[src/rtl/branch_pkg.sv]
// -----------------------------------------------------------------------------
// branch_pkg
// Shared types and default widths for the branch unit and its target table.
//   cond_t   : branch condition encoding carried on br_cond
//   state_t  : branch FSM state (RUN / SQUASH)
//   D_DEF, LUT_AW_DEF, CW_DEF : default PC width, table index width, counter width
//   cond_met : evaluates a condition code against a pair of flags
// -----------------------------------------------------------------------------
package branch_pkg;

    localparam int D_DEF      = 12;
    localparam int LUT_AW_DEF = 4;
    localparam int CW_DEF     = 16;

    typedef enum logic [1:0] {
        COND_ALWAYS = 2'b00,
        COND_Z      = 2'b01,
        COND_NZ     = 2'b10,
        COND_N      = 2'b11
    } cond_t;

    typedef enum logic {
        RUN    = 1'b0,
        SQUASH = 1'b1
    } state_t;

    function automatic logic cond_met(input cond_t c, input logic z, input logic n);
        logic ok;
        ok = 1'b0;
        case (c)
            COND_ALWAYS: ok = 1'b1;
            COND_Z:      ok = z;
            COND_NZ:     ok = ~z;
            COND_N:      ok = n;
            default:     ok = 1'b0;
        endcase
        return ok;
    endfunction

endpackage

[src/rtl/target_lut.sv]
// -----------------------------------------------------------------------------
// target_lut
// Register-array table of signed branch offsets: one synchronous write port,
// one combinational read port, whole array cleared by reset.
//   clk, rst_n  : clock, asynchronous active-low reset
//   we_i        : write enable
//   waddr_i     : write index
//   wdata_i     : offset to store
//   raddr_i     : read index
//   rdata_o     : stored offset at raddr_i (pre-write value on a same-cycle write)
// -----------------------------------------------------------------------------
module target_lut #(
    parameter int D  = 12,
    parameter int AW = 4
) (
    input  logic          clk,
    input  logic          rst_n,
    input  logic          we_i,
    input  logic [AW-1:0] waddr_i,
    input  logic [D-1:0]  wdata_i,
    input  logic [AW-1:0] raddr_i,
    output logic [D-1:0]  rdata_o
);

    localparam int DEPTH = 2 ** AW;

    logic [D-1:0] mem_q [DEPTH];

    // NOTE: the table is built from flops, not a RAM macro, so it can be
    // cleared by the async reset; a real RAM could not be reset this way.
    always_ff @(posedge clk or negedge rst_n) begin
        if (!rst_n) begin
            for (int i = 0; i < DEPTH; i++) begin
                mem_q[i] <= '0;
            end
        end else if (we_i) begin
            mem_q[waddr_i] <= wdata_i;
        end
    end

    // Reading the flops directly gives old-data behaviour on a same-cycle write.
    assign rdata_o = mem_q[raddr_i];

endmodule

[src/rtl/branch_unit.sv]
// -----------------------------------------------------------------------------
// branch_unit
// Decides each cycle whether the PC takes a relative jump, supplies the jump
// offset from a writable table, and squashes the fetch slot after a taken
// branch (instruction memory has one cycle of read latency).
//   clk, reset              : clock, asynchronous active-low reset
//   instr_valid, br_req     : valid decoded instruction / it is a branch
//   br_cond, lut_idx        : condition code and target table entry
//   flag_we, flag_z_in/n_in : flag register load from the ALU
//   lut_we, lut_waddr/wdata : target table write port
//   jump_en, target         : to PC (PC computes prog_ctr + 1 + target)
//   squash                  : current slot is killed
//   taken_cnt               : saturating count of taken branches
// Build option: define FLAG_BYPASS_EN to let a same-cycle flag load feed the
// condition check directly.
// -----------------------------------------------------------------------------
module branch_unit #(
    parameter int D      = branch_pkg::D_DEF,
    parameter int LUT_AW = branch_pkg::LUT_AW_DEF,
    parameter int CW     = branch_pkg::CW_DEF
) (
    input  logic              clk,
    input  logic              reset,
    input  logic              instr_valid,
    input  logic              br_req,
    input  logic [1:0]        br_cond,
    input  logic [LUT_AW-1:0] lut_idx,
    input  logic              flag_we,
    input  logic              flag_z_in,
    input  logic              flag_n_in,
    input  logic              lut_we,
    input  logic [LUT_AW-1:0] lut_waddr,
    input  logic [D-1:0]      lut_wdata,
    output logic              jump_en,
    output logic [D-1:0]      target,
    output logic              squash,
    output logic [CW-1:0]     taken_cnt
);

    import branch_pkg::*;

    logic          flag_z_q;
    logic          flag_n_q;
    state_t        state_q;
    logic [CW-1:0] taken_cnt_q;
    logic [D-1:0]  lut_rdata;
    logic          eval_z;
    logic          eval_n;
    logic          take;

    target_lut #(
        .D  (D),
        .AW (LUT_AW)
    ) u_target_lut (
        .clk     (clk),
        .rst_n   (reset),
        .we_i    (lut_we),
        .waddr_i (lut_waddr),
        .wdata_i (lut_wdata),
        .raddr_i (lut_idx),
        .rdata_o (lut_rdata)
    );

`ifdef FLAG_BYPASS_EN
    // A compare immediately followed by a branch resolves with the fresh flags.
    assign eval_z = flag_we ? flag_z_in : flag_z_q;
    assign eval_n = flag_we ? flag_n_in : flag_n_q;
`else
    assign eval_z = flag_z_q;
    assign eval_n = flag_n_q;
`endif

    // Gating with reset keeps jump_en/target low for the whole reset window,
    // not just after the first edge.
    assign take = reset & (state_q == RUN) & instr_valid & br_req
                & cond_met(cond_t'(br_cond), eval_z, eval_n);

    assign jump_en   = take;
    assign target    = take ? lut_rdata : '0;
    assign squash    = (state_q == SQUASH);
    assign taken_cnt = taken_cnt_q;

    always_ff @(posedge clk or negedge reset) begin
        if (!reset) begin
            flag_z_q <= 1'b0;
            flag_n_q <= 1'b0;
        end else if (flag_we) begin
            flag_z_q <= flag_z_in;
            flag_n_q <= flag_n_in;
        end
    end

    // NOTE: all state here is updated with non-blocking assignments so every
    // register samples the pre-edge value of take, not a partially updated one.
    always_ff @(posedge clk or negedge reset) begin
        if (!reset) begin
            state_q     <= RUN;
            taken_cnt_q <= '0;
        end else begin
            case (state_q)
                RUN:     if (take) state_q <= SQUASH;
                SQUASH:  state_q <= RUN;
                default: state_q <= RUN;
            endcase
            if (take && (taken_cnt_q != '1)) begin
                taken_cnt_q <= taken_cnt_q + CW'(1);
            end
        end
    end

endmodule

[config.mk]
export PLATFORM = sky130hd
export DESIGN_NAME = branch_unit
export DESIGN_NICKNAME = d
export VERILOG_FILES = /design/src/rtl/branch_pkg.sv /design/src/rtl/target_lut.sv /design/src/rtl/branch_unit.sv
export SDC_FILE = /design/constraint.sdc
export NUM_CORES = 1
export LEC_CHECK = 0
export BUFFER_PORTS_ARGS = -buffer_cell sky130_fd_sc_hd__buf_2
export CAP_MARGIN = 20
export CORE_MARGIN = 3
export CORE_UTILIZATION = 40
export CTS_CLUSTER_SIZE = 12
export DETAILED_ROUTE_END_ITERATION = 10
export PLACE_DENSITY = 0.52
export SETUP_SLACK_MARGIN = 0.02
export SLEW_MARGIN = 20
export SYNTH_ARGS = -nofsm -noshare
export SYNTH_HDL_FRONTEND = slang
export SYNTH_SLANG_ARGS = --single-unit
[constraint.sdc]
create_clock -name clk -period 2 [get_ports clk]
set_input_delay 0.2 -clock clk [delete_from_list [all_inputs] [get_ports clk]]
set_output_delay 0.2 -clock clk [all_outputs]
set_load 0.02 [all_outputs]
# Word level (Yosys, flattened, before mapping)
# Cells that the tools add are included.
classes:
  n_addsub: 1
  n_mul: 0
  div: 0
  magnitude_cmp: 3
  n_eq_ne: 4
  shift: 0
  muxes: 10
  bitwise: 8
  n_reduce_logical: 3
op_table:
  columns: ["cell", "count"]
  rows:
  - ["bitwise mux 192 bit", 1]
  - ["binary-select mux 12 bit (select 4 bit)", 1]
  - ["demux 12 bit (select 4 bit)", 1]
  - ["two-way mux 12 bit", 4]
  - ["adder 16 x 1 -> 16 bit, second input constant", 1]
  - ["inequality test 16 bit, second input constant", 1]
  - [">= comparator 5 bit, second input constant", 2]
  - ["inverter 4 -> 5 bit", 2]
  - ["less-than comparator 5 x 1 -> 1 bit, second input constant", 1]
  - ["AND 1 bit", 4]
  - ["== test 2 bit, second input constant", 2]
  - ["one-hot mux 1 bit (4 select lines)", 1]
  - ["== test 2 x 1 -> 1 bit, second input constant", 1]
  - ["logical AND 1 bit", 2]
  - ["zero test 2 bit", 1]
  - ["inverter 1 bit", 2]
  - ["one-hot mux 1 bit (2 select lines)", 1]
  - ["two-way mux 1 bit", 1]
word_totals:
  regBits: 211
  latchBits: 0
  ramBits: 0
  romBits: 0
  input_bits: 30
  out_inout_bits: 30
  wordCells: 49
  n_memories: 0

# Logic depth before layout (Yosys ltp)
logic_depth:
  depth_word: 7
  depth_mapped: 6
  depth_no_buf: 5

# Hierarchy
# From an unflattened synthesis, not the netlist that was laid out.
unflattened:
  cells_unflattened: 630
  area_unflattened_um2: 9673.0
by_module_without_submodules:
  columns: ["mod", "instances", "cells_per_inst", "area_per_inst_um2", "seq_area_each_um2"]
  rows:
  - ["target_lut", 1, 543, 8677.1, 4804.6]
  - ["branch_unit", 1, 87, 996.0, 475.5]

# Worst setup path before layout
# No wires, ideal clock.
synth_path:
  path_type: "reg2out"
  startpoint: "register state_q (netlist: squash)"
  endpoint: "output target[10]"
  arrival_time_ps: 1802
  required_ps: 1800
  path_slack_ps: -2
  path_stages_with_launch: 6
  n_path_buf: 2
  cell_sequence: "dfrtp_1 -> and4b_1 -> o21ai_1 -> buf_2 -> buf_2 -> nor3_1"
synth_between:
  elab_chain_cells: 6
synth_lines:
  columns: ["element", "line", "rtl"]
  rows:
  - ["start: declaration", "branch_unit.sv:44", "state_t state_q;"]
  - ["start signal: assignment", "branch_unit.sv:97", "state_q <= RUN;"]
  - ["start signal: assignment", "branch_unit.sv:101", "RUN: if (take) state_q <= SQUASH;"]
  - ["start signal: assignment", "branch_unit.sv:102", "SQUASH: state_q <= RUN;"]
  - ["inverter 1 bit", null, null]
  - ["AND 1 bit (3 in series)", "branch_unit.sv:75", "assign take = reset & (state_q == RUN) & instr_valid & br_req"]
  - ["AND 1 bit", "branch_unit.sv:76", "& cond_met(cond_t'(br_cond), eval_z, eval_n);"]
  - ["two-way mux 12 bit", "branch_unit.sv:79", "assign target = take ? lut_rdata : '0;"]
  - ["end: declaration", "branch_unit.sv:35", "output logic [D-1:0] target,"]
# No other way between the ends.

# Final worst setup path
layout_path:
  startpoint: "register state_q (netlist: squash)"
  endpoint: "output target[0]"
# Same word-level chain as after synthesis.

==> summary.md <==
| Metric | Value |
|---|---|
| Std-Cell Rows | 55 |
| Area contributors post-synth | dfrtp_1, mux2_2, mux4_2 |
| Final hold violations | 0 |
| Worst Max-Slew Pin Slew | approximately 0.81 ns |
| Met1 Track Usage GR | 26.0% |
| Peak Freq | just under 0.5 GHz |
| Synth Area in Simple Gates | 4.77% |
| Clk pin slew, worst setup/hold paths | 0.06 ns |
| Distinct cells, synth | 34 |
| Fillers | 1933 |
| Post-Syn Area | approximately 0.0096 mm2 |
| VDD IR max | roughly 0.38 mV |
| Fin nets | about 750 |
| Antenna Nets Post-Route | 0 |
| Setup slack on the worst flop-to-flop path | around 0.27 ns |
| Final cell count without fillers | between 1000 and 1500 |
| Area Growth Syn to Fin | 22.5% |
| Root Buffer | clkbuf_16 |
| Pin count of the biggest net entering global routing | 150 |
| Main combinational cell family by area after synthesis | multiplexers |
| Initial DRC count | 375 |
| CP required | roughly 1.8 ns |
| Crit path max-delay family | simple AND/OR/NAND/NOR gates |
| Boundary pin count | 60 |
| Leak | ~5 nW |
| Failing checks | negative setup slack |
| Starting Density | slightly above 40% |
| Syn Area/Cell | 15.2 um2 |
| Placed Cells | 1000 |
| WP buf/inv | 2 |
| DRC viols | 0 |
| Length of the first detailed-routing pass in iterations | 5 |
| CTS tree | done |
| Overall power | about 12 mW |
| Mux share of post-synthesis cell area | 34.5% |
| Tmin final | 2.04 ns |
| Clk sink count | ~210 |
| Worst path slowest cell | dfrtp_1 |
| Clk_skew | approximately 0.0050 ns |
| Post-synthesis adder-cell area fraction | less than 1% |
| Met2 GRT Util | roughly 29% |
| Status | finished, violations left |
| Complex-gate fraction of the synthesized area | 1.82% |
| All-Layer GR Usage | roughly 18% |
| Finish-stage setup viols | 10 |
| Final WL | roughly 23000 um |
| CP arrival | ~1.8 ns |
| Gr ovfl total | 0 |
| Clk_lat worst skew | ~0.50 ns |
| Synth Area in XOR/XNOR | 1.19% |
| Core ar. | around 0.023 mm2 |
| Syn nets | approximately 660 |
| Crit start category | flip-flop |
| Initial antenna violation count | 0 |
| RSZ-0062 raised after global routing | yes |
| Routed length per instance | ~22 um |
| Sequential area share after synthesis | between 50% and 60% |
| H-Tree Depth | 1 |
| Layout cells sized above 1 | 59.8% |
| Final worst slack | -0.0416 ns |
| Clock buffer depth | 3 |
| Placer Congestion | approximately 0.77 |
| Final HPWL DP | between 15000 and 20000 um |
| Global-route wire length before repair | about 37000 um |
| Hold Crit Class | in -> reg |
| Crit Path Class | reg -> out |
| Post-layout util | roughly half |
| Die H | around 160 um |
| Via count | approximately 5800 |
| Max-slew headroom | 46.0% |
| Worst setup EP type | output pin |
| Max cap viols | 0 |
| Slew Viols, Final | 0 |
| Synth Instances | 628 |
| Slowest stage delay, CP | roughly 0.38 ns |
| Post-synth top area share | between 50% and 60% |
| Number of global-route vias before repair | around 6300 |
| Crit share post-route | 102% |
| Pwr Density | 1040 mW/mm2 |
| Worst path cell trace | and4b_1 -> o21ai_2 -> buf_6 -> nor3_2 -> buf_4 |
| Worst-path maximum fanout | 14 |
| Diodes inserted | 0 |
| Drt via density | between 5 and 6 |
| GRT Max-Usage Layer | met2 |
| Met3 Use GR | around 2.7% |
| YS warnings | 0 |
| IO buf count | between 50 and 60 |
| Die width | between 150 and 200 um |
| Num CTS Buffers | 24 |
| Cell taking the most area after synthesis | dfrtp_1 |
| Post-synthesis register bit count | about 210 |
| Die area | 0.0258 mm2 |
synth_stat cells:
cell type,n
buf_1,1
inv_1,2
nor3_1,25
o2111ai_1,1
buf_4,4
and4b_1,1
or4_4,2
and3_1,2
or2_2,2
mux2_2,196
o22ai_1,24
and4_1,1
o21ai_0,2
mux4_2,48
nor4_4,1
o21ai_1,1
nand2_1,13
nand2b_1,5
or2_1,1
dfrtp_1,211
nand3_1,6
nand4_1,4
ha_1,1
mux2i_1,1
or3_1,1
xor2_1,13
nor4b_2,1
nor4_2,1
clkbuf_1,17
nor2_1,8
nor2b_1,1
buf_2,26
nor4_1,4
nor3b_1,1
cells in the final DEF, fill, tap and decap left out, types with 6 or more instances in the layout:
cell type  instances
o22ai_2           14
buf_4             50
mux2_2           196
nor2_1             8
buf_2             46
clkbuf_16         24
o22ai_4            6
nor3_2            11
nor3_1             7
dfrtp_1          211
nand3_1            6
buf_12             6
mux4_2            48
nor3_4             7
clkbuf_8           8
xor2_1            13
nand2_1           13
clkinv_2           6
cell families after synthesis:
group,after synthesis
xor+xnor,13
simple gates,80
mux,245
buf+inv,50
fa+ha+maj,1
compound gates,28
flops,211
state kept, by name, indices dropped and copies added, names as in the netlist:
register and cells:
squash 1, taken_cnt 16, eval_z 1, eval_n 1
u_target_lut.mem_q 192
stage by stage:
stage | hold slack (ns) | setup slack [ns] | setup TNS [ns] | cell area [um2]
final | 0.145 | -0.0416 | -0.176 | 11700
after global routing | 0.152 | -0.145 | -1.36 | 11700
after CTS | 0.124 | -0.0641 | -0.539 | 11600
after detailed placement | 0.443 | 0.121 | 0 | 10500
after global placement | 0.414 | 0.125 | 0 | 10500
after floorplan | -0.0956 | -0.00186 | -0.0148 | 9570
area by class of cell:
| class | count | area, um2 | share of cell area, % |
|---|---|---|---|
| flip-flops and latches | 211 | 5280 | 45.1 |
| repair buffers | 114 | 861 | 7.34 |
| clock buffers | 36 | 716 | 6.11 |
| clock inverters | 8 | 76.3 | 0.651 |
| multi-input cells | 367 | 4390 | 37.4 |
| inverters | 2 | 7.51 | 0.0641 |
| well taps | 313 | 392 | 3.34 |
power breakdown:
part           switching [mW]  total, mW  internal (mW)
combinational           0.894       2.23           1.34
sequential              0.488       5.71           5.22
clock                    1.70       4.30           2.60
metal layers:
metal,part of all wire (%),vias to the layer above
li1,-,2546
met1,46,3091
met2,49,91
met3,4.0,27
met4,1.5,0
met5,0,-
worst paths after layout:
path | startpoint | endpoint | cells after the start
setup / recovery | squash | target[0] | 5
hold / removal | lut_wdata[5] | u_target_lut.mem_q[137] | 2
setup reg to reg | taken_cnt[0] | taken_cnt[12] | 5
hold reg to reg | u_target_lut.mem_q[182] | u_target_lut.mem_q[182] | 1
max in group asynchronous | reset | u_target_lut.mem_q[142] | 3
min in group asynchronous | reset | taken_cnt[10] | 3
timing repair:
action	CTS	global route
buffers inserted	2	1
hold buffers	5	0
setup endpoints to repair	12	13
resized for setup	37	28
hold endpoints to repair	213	0
pin swaps	4	5
Power figures use the tool's default switching activity.
